## src/rtl/branch_resolve_unit.sv

```systemverilog
// Branch resolution: decodes control transfers, checks the front-end prediction,
// issues a held redirect with a one-cycle flush and pulses BTB updates.
// Optional performance counters are enabled by defining BRU_PERF_CNT_EN.
module branch_resolve_unit #(
    parameter int XLEN  = 32,
    parameter int CNT_W = 32
) (
    input  logic            clk,
    input  logic            rst,
    input  logic            in_valid,
    input  logic [XLEN-1:0] pc,
    input  logic [XLEN-1:0] immediate,
    input  logic [XLEN-1:0] op1,
    input  logic [6:0]      opcode,
    input  logic [2:0]      func3,
    input  logic            lt_flag,
    input  logic            ltu_flag,
    input  logic            zero_flag,
    input  logic            predicted_taken,
    input  logic [XLEN-1:0] predicted_target,
    output logic            in_ready,
    output logic            redirect_valid,
    output logic [XLEN-1:0] redirect_pc,
    input  logic            redirect_ready,
    output logic            flush,
`ifdef BRU_PERF_CNT_EN
    output logic [CNT_W-1:0] branch_count,
    output logic [CNT_W-1:0] mispredict_count,
`endif
    output logic            btb_update_valid,
    output logic [XLEN-1:0] btb_update_pc,
    output logic [XLEN-1:0] btb_update_target,
    output logic            btb_update_taken
);

    typedef enum logic [0:0] {IDLE = 1'b0, PEND = 1'b1} state_t;

    state_t          state_r, state_next_s;
    logic            is_jal_s, is_jalr_s, is_branch_s, is_ctrl_s;
    logic            br_cond_s, actual_taken_s, mispredict_s;
    logic            accept_s, btb_fire_s;
    logic [XLEN-1:0] sum_s, target_s, fallthrough_s;
    logic            flush_r, btb_valid_r, btb_taken_r;
    logic [XLEN-1:0] redirect_pc_r, btb_pc_r, btb_target_r;

    assign is_jal_s    = (opcode == 7'b1101111);
    assign is_jalr_s   = (opcode == 7'b1100111);
    assign is_branch_s = (opcode == 7'b1100011);
    assign is_ctrl_s   = is_jal_s | is_jalr_s | is_branch_s;

    // Branch condition selected by func3
    always_comb begin
        br_cond_s = 1'b0;
        case (func3)
            3'b000:  br_cond_s = zero_flag;
            3'b001:  br_cond_s = ~zero_flag;
            3'b100:  br_cond_s = lt_flag;
            3'b101:  br_cond_s = ~lt_flag;
            3'b110:  br_cond_s = ltu_flag;
            3'b111:  br_cond_s = ~ltu_flag;
            default: br_cond_s = 1'b0;
        endcase
    end

    assign actual_taken_s = is_jal_s | is_jalr_s | (is_branch_s & br_cond_s);
    assign sum_s          = (is_jalr_s ? op1 : pc) + immediate;
    assign target_s       = is_jalr_s ? {sum_s[XLEN-1:1], 1'b0} : sum_s;
    assign fallthrough_s  = pc + XLEN'(4);
    assign mispredict_s   = (actual_taken_s != predicted_taken) ||
                            (actual_taken_s && predicted_taken && (target_s != predicted_target));

    assign in_ready   = ~redirect_valid;
    assign accept_s   = in_valid & in_ready;
    // Non-control instructions predicted taken still update the BTB to clear the false hit
    assign btb_fire_s = accept_s & (is_ctrl_s | predicted_taken);

    // Next-state logic for the redirect handshake
    always_comb begin
        state_next_s = state_r;
        case (state_r)
            IDLE: begin
                if (accept_s && mispredict_s) begin
                    state_next_s = PEND;
                end else begin
                    state_next_s = IDLE;
                end
            end
            PEND: begin
                if (redirect_ready) begin
                    state_next_s = IDLE;
                end else begin
                    state_next_s = PEND;
                end
            end
            default: state_next_s = IDLE;
        endcase
    end

    // State, redirect, flush and BTB update registers
    always_ff @(posedge clk) begin
        if (rst) begin
            state_r       <= IDLE;
            flush_r       <= 1'b0;
            redirect_pc_r <= '0;
            btb_valid_r   <= 1'b0;
            btb_pc_r      <= '0;
            btb_target_r  <= '0;
            btb_taken_r   <= 1'b0;
        end else begin
            state_r     <= state_next_s;
            flush_r     <= accept_s & mispredict_s;
            btb_valid_r <= btb_fire_s;
            if (accept_s && mispredict_s) begin
                redirect_pc_r <= actual_taken_s ? target_s : fallthrough_s;
            end
            if (btb_fire_s) begin
                btb_pc_r     <= pc;
                btb_target_r <= target_s;
                btb_taken_r  <= actual_taken_s;
            end
        end
    end

    assign redirect_valid    = (state_r == PEND);
    assign redirect_pc       = redirect_pc_r;
    assign flush             = flush_r;
    assign btb_update_valid  = btb_valid_r;
    assign btb_update_pc     = btb_pc_r;
    assign btb_update_target = btb_target_r;
    assign btb_update_taken  = btb_taken_r;

`ifdef BRU_PERF_CNT_EN
    logic [CNT_W-1:0] branch_cnt_r, mispredict_cnt_r;

    // Wrapping performance counters
    always_ff @(posedge clk) begin
        if (rst) begin
            branch_cnt_r     <= '0;
            mispredict_cnt_r <= '0;
        end else begin
            if (accept_s && is_ctrl_s) begin
                branch_cnt_r <= branch_cnt_r + CNT_W'(1);
            end
            if (accept_s && mispredict_s) begin
                mispredict_cnt_r <= mispredict_cnt_r + CNT_W'(1);
            end
        end
    end

    assign branch_count     = branch_cnt_r;
    assign mispredict_count = mispredict_cnt_r;
`endif

endmodule

```

## config.mk

```make
export PLATFORM = sky130hd
export DESIGN_NAME = branch_resolve_unit
export DESIGN_NICKNAME = d
export VERILOG_FILES = /design/src/rtl/branch_resolve_unit.sv
export SDC_FILE = /design/constraint.sdc
export NUM_CORES = 1
export LEC_CHECK = 0
export CAP_MARGIN = 20
export CORE_MARGIN = 4
export CORE_UTILIZATION = 48
export DETAILED_ROUTE_END_ITERATION = 8
export PLACE_DENSITY_LB_ADDON = 0.12
export SLEW_MARGIN = 40
export SYNTH_ARGS = -nofsm -noshare
export SYNTH_HDL_FRONTEND = slang
export SYNTH_SLANG_ARGS = --single-unit
```

## constraint.sdc

```tcl
create_clock -name clk -period 6.1 [get_ports clk]
set_clock_uncertainty 0.05 [all_clocks]
set_input_delay 0.915 -clock clk [delete_from_list [all_inputs] [get_ports clk]]
set_output_delay 0.915 -clock clk [all_outputs]
set_load 0.02 [all_outputs]
```

Yosys cells after proc, flatten, opt, wreduce, memory -nomap -nowiden
Cells that the tools add are included.

Reductions and logical operators: 5. Bitwise operators: 12. Eq/ne operators: 10. Muxes and demuxes: 7. Add/subtract/negate cells: 2.

Operator list (count): 2-to-1 mux 32 bit (2); adder 32 x 3 -> 32 bit (second input constant) (1); adder 32 bit (1); inequality test 32 bit (1); equality test 7 bit (second input constant) (3); equality test 3 bit (second input constant) (4); case mux 1 bit (6 select lines) (1); AND 1 bit (4); inverter 1 bit (4); OR 1 bit (4); equality test 3 x 1 -> 1 bit (second input constant) (1); logical AND 1 bit (3); zero test 3 bit (1); 2-to-1 mux 1 bit (3); case mux 1 bit (2 select lines) (1); logical OR 1 bit (1); inequality test 1 bit (1).

Word-level logic and storage cells: 43. Bits in registers: 100. Output and inout bits: 101. Bits of input ports: 146.

Logic depth before layout (Yosys ltp)
Depth in word-level cells: 10. Gate-level depth with buffers: 21. Depth with buffers taken out: 18.

Worst setup path after synthesis
OpenSTA, ideal clock, no wires.

Kind: input to register. From: input port opcode[4]. To: register redirect_pc_r[13], in the netlist redirect_pc[13]. Setup time: 123 ps. Data arrival time: 5527 ps. Stages: 18. Required time: 5927 ps. Setup slack: 400 ps. Path through: and3b_1 -> and3_1 -> clkbuf_1 -> clkbuf_1 -> mux2_2 -> ha_1 -> clkbuf_1 -> nand4_1 -> a2111oi_2 -> or3_4 -> xor3_1 -> or4_1 -> nor4_1 -> and4_1 -> nand4_4 -> nand2_4 -> buf_8 -> mux2_1.

Word-level cells in the longest chain between the ends: 8. Elaborated cells on any way between the ends: 16. Those cells by class: 1 x add/sub; 5 x eq/ne; 3 x mux; 3 x bitwise; 4 x reduce/logical.

RTL lines: start: declaration (line 14) `input logic [6:0] opcode,`; equality test 7 bit (line 47) `assign is_jalr_s = (opcode == 7'b1100111);`; 2-to-1 mux 32 bit (line 66) `assign sum_s = (is_jalr_s ? op1 : pc) + immediate;`; adder 32 bit (line 66); 2-to-1 mux 1 bit (line 67) `assign target_s = is_jalr_s ? {sum_s[XLEN-1:1], 1'b0} : sum_s;`; inequality test 32 bit (line 70) `(actual_taken_s && predicted_taken && (target_s != predicted_target));`; logical AND 1 bit (line 70); logical OR 1 bit (line 69) `assign mispredict_s = (actual_taken_s != predicted_taken) ||`; logical AND 1 bit (line 113) `if (accept_s && mispredict_s) begin`; end signal: assignment (line 114) `redirect_pc_r <= actual_taken_s ? target_s : fallthrough_s;`; end: declaration (line 44) `logic [XLEN-1:0] redirect_pc_r, btb_pc_r, btb_target_r;`.

Several ways; a longest one is shown, not always the timed one. A chain may end at the register's enable or synchronous reset.

Worst setup path after layout
From: input port opcode[0]. To: register redirect_pc_r[9], in the netlist redirect_pc[9].

The elaborated chain is that of the path after synthesis.

==> results.py <==
metrics = {
    "run_status": {
        "outcome": "finished clean",
    },
    "yosys": {
        "synth.area.top_cells": "dfxtp_1 26%, nand2_1 9.9%, a21oi_1 7.4%",
        "synthMuxAreaShare_pct": 8.47,
        "ys.flop_type": "dfxtp_1",
        "avgSynthCellArea_um2": 7.63,
        "yosysWarnings": 0,
        "synth_top_family_by_area": "simple AND/OR/NAND/NOR gates",
        "synth_area_mm2": 0.00785,
        "synth-seq-cells": 100,
        "async_flop_share_pct": 0,
        "netlist.area_leader.share_pct": 25.5,
        "synth_nets": 1211,
        "synth_compound_area_share_pct": 21.4,
        "yosysTopAreaCell": "dfxtp_1",
        "synth_sequential_area_ratio_pct": 25.5,
        "synthSimpleGateAreaFrac_pct": 23.5,
        "synth_xor_area_share_pct": 11.0,
        "synth_cells": 1028,
        "synthAdderAreaFrac_pct": 5.99,
        "synth_cell_types": 75,
        "synth-edff-count": 0,
    },
    "min_path": {
        "min_path_cells": 2,
        "worstHoldPathType": "flop to flop",
    },
    "sta": {
        "fmax_mhz": 177,
        "hold_viol_final": 0,
        "setup_violations": 0,
        "finalSetupTns_ns": 0,
        "hold_ws_ns": 0.404,
        "fin_crit_ns": 5.65,
        "rsz0062_at_grt": "false",
        "final_max_slew_viol_count": 0,
        "tightest_slew_ns": 0.802,
        "slew-limit-headroom_pct": 45.9,
        "fin_crit_sh_pct": 92.6,
    },
    "die": {
        "io_pins": 247,
        "initial_utilization_pct": 49.2,
        "core_mm2": 0.0159,
        "rows": 46,
        "fp.dieArea_mm2": 0.0185,
        "die_w_um": 136,
        "die_h_um": 136,
    },
    "critical_path": {
        "crit_end": "redirect_pc[9]$_SDFFE_PP0P_",
        "cp.arrival_ns": 5.87,
        "critPathKind": "input pin to flop",
        "r2r_cells": 5,
        "critPathLaunch": "opcode[0]",
        "cp_data_required_time_ns": 6.32,
        "rrSetupSlack_ns": 4.14,
        "r2r_start": "redirect_valid$_SDFF_PP0_",
        "worstPathMaxFanout": 20,
        "cp-end-kind": "flop",
        "timing.rr.end": "btb_update_target[21]$_SDFFE_PP0P_",
        "worstSetupStartpointType": "input pin",
    },
    "grt": {
        "grt_max_degree": 83,
        "grt_pass1_vias": 7913,
        "grtUsageTotal_pct": 31.1,
        "global_route.overflow_total": 0,
        "grt_pass1_wl_um": 44400,
        "antenna_found_initial": 2,
    },
    "placement": {
        "dp_cells": 1477,
        "gp_congestion": 0.970,
        "dpl.hpwl_um": 24100,
        "io_buffers": 246,
    },
    "drt": {
        "antenna_left": 0,
        "totalWireLength_um": 29300,
        "drt-pass1-iter-count": 5,
        "drt-initial-drc-count": 652,
        "vias_per_cell": 5.65,
        "drc": 0,
        "routedWlPerCell_um": 19.6,
        "route.vias.total": 8452,
    },
    "cells_and_area": {
        "final_cells": 1495,
        "area_delta_synth_final_pct": 40.9,
        "layout.nets": 1455,
        "layout_common_cells": "245 x clkdlybuf4s50_1, 207 x nand2_1, 116 x a21oi_1, 100 x dfxtp_1, 66 x nor2_1",
        "final_common_cell": "clkdlybuf4s50_1",
        "drive_above_1_share_pct": 9.16,
    },
    "clock_tree": {
        "cts_setup_buffers": 0,
        "cts_tree": "built",
        "cts_resized": 0,
        "clock-root-buffer": "clkbuf_16",
        "htree_num_levels": 3,
        "ctsHoldBuffers": 0,
        "clockBufferDepth": 2,
        "cts.sinks": 100,
        "insertion_delay_ns": 0.35,
        "cts_buffers": 9,
        "clk_pin_slew_ns": 0.07,
    },
    "power": {
        "worst_ir_drop_vdd_v": 0.000131,
        "power.density_mw_per_mm2": 201,
        "p_leak_nw": 4.38,
    },
    "flow_run": {
        "drv_cap": 0,
    },
}
how the worst min path moves through the flow:
stage,startpoint,endpoint,slack [ns]
after floorplan,btb_update_pc[0]$_SDFFE_PP0P_,btb_update_pc[0]$_SDFFE_PP0P_,0.48
after global placement,btb_update_pc[24]$_SDFFE_PP0P_,btb_update_pc[24]$_SDFFE_PP0P_,0.39
after detailed placement,btb_update_target[16]$_SDFFE_PP0P_,btb_update_target[16]$_SDFFE_PP0P_,0.40
after CTS,btb_update_target[16]$_SDFFE_PP0P_,btb_update_target[16]$_SDFFE_PP0P_,0.41
after global routing,btb_update_target[8]$_SDFFE_PP0P_,btb_update_target[8]$_SDFFE_PP0P_,0.42
final,btb_update_pc[18]$_SDFFE_PP0P_,btb_update_pc[18]$_SDFFE_PP0P_,0.40
sequential cells by signal (all words and copies together), names as in the netlist:
name	cells
btb_update_pc	32
btb_update_taken	1
btb_update_target	32
btb_update_valid	1
flush	1
redirect_pc	32
redirect_valid	1
cells in the mapped netlist, drive strengths merged, types with 4 or more instances:
cell and instances:
o21bai 4, mux2i 27, nand2 208, a211oi 13
or3 7, nor4 4, nor2b 16, a31oi 6
and2 8, xnor3 6, inv 14, dfxtp 100
ha 36, nor2 66, nand2b 6, mux2 35
a21oi 117, o21ai 37, nand4 21, buf 8
a21o 14, xnor2 41, nand3 29, clkbuf 55
and3 12, xor2 39, o211ai 28, nor3 9
o21a 9, a2111oi 4
cell families after synthesis:
logic type                 count (synthesis)
xor gates and xnor gates                  87
DFF                                      100
muxes                                     62
adders and majority gates                 37
and+or+nand+nor                          400
buffers and inverters                     77
AOI/OAI and AO/OA                        265
report_power, final:
| part | switching [W] | leakage (nW) | total (W) | internal, W |
|---|---|---|---|---|
| Combinational | 0.000492 | 3.41 | 0.000897 | 0.000405 |
| Clock | 0.000270 | 0.156 | 0.000607 | 0.000337 |
| Sequential | 0.0000220 | 0.817 | 0.000715 | 0.000693 |
per-stage QoR:
stage	area [um^2]	power, W	setup WS, ns	util [%]
detailed placement	10700	0.00161	0.105	67.3
global route	11100	0.00232	0.155	69.4
finish	11100	0.00222	0.453	69.4
global placement	10700	0.00161	0.197	67.3
floorplan	7850	0.00121	0.400	-
CTS	11100	0.00221	0.452	69.3
critical path: stages:
cell and delay (ns):
clkdlybuf4s50_1 0.48, and3b_1 0.20, and3_1 0.28, buf_12 0.19, mux2_2 0.37, ha_1 0.38
nand2_1 0.16, o21ai_0 0.68, o31ai_1 0.22, and2_1 0.22, xnor3_1 0.18, or4_4 0.53
nor4_4 0.31, nand4_4 0.16, nand2_4 0.19, buf_12 0.18, mux2i_1 0.20
final cells by class:
type                    count  area, um^2
clock buffers              10         239
flip-flops and latches    100        2000
multi-input cells         851        5530
well taps                 216         270
diodes                      2        5.00
repair buffers            296        2880
clock inverters             6        76.3
inverters                  14        52.6
fillers                  1468        4880
layer usage:
layer | up-vias | GRT usage (%) | routed length [um]
met5 | - | 0 | 0
met4 | 0 | 9.35 | 794
met3 | 50 | 4.52 | 2380
met2 | 364 | 48.8 | 13300
met1 | 3905 | 44.4 | 12800
li1 | 4133 | - | -
(Power assumes the default switching activity.)
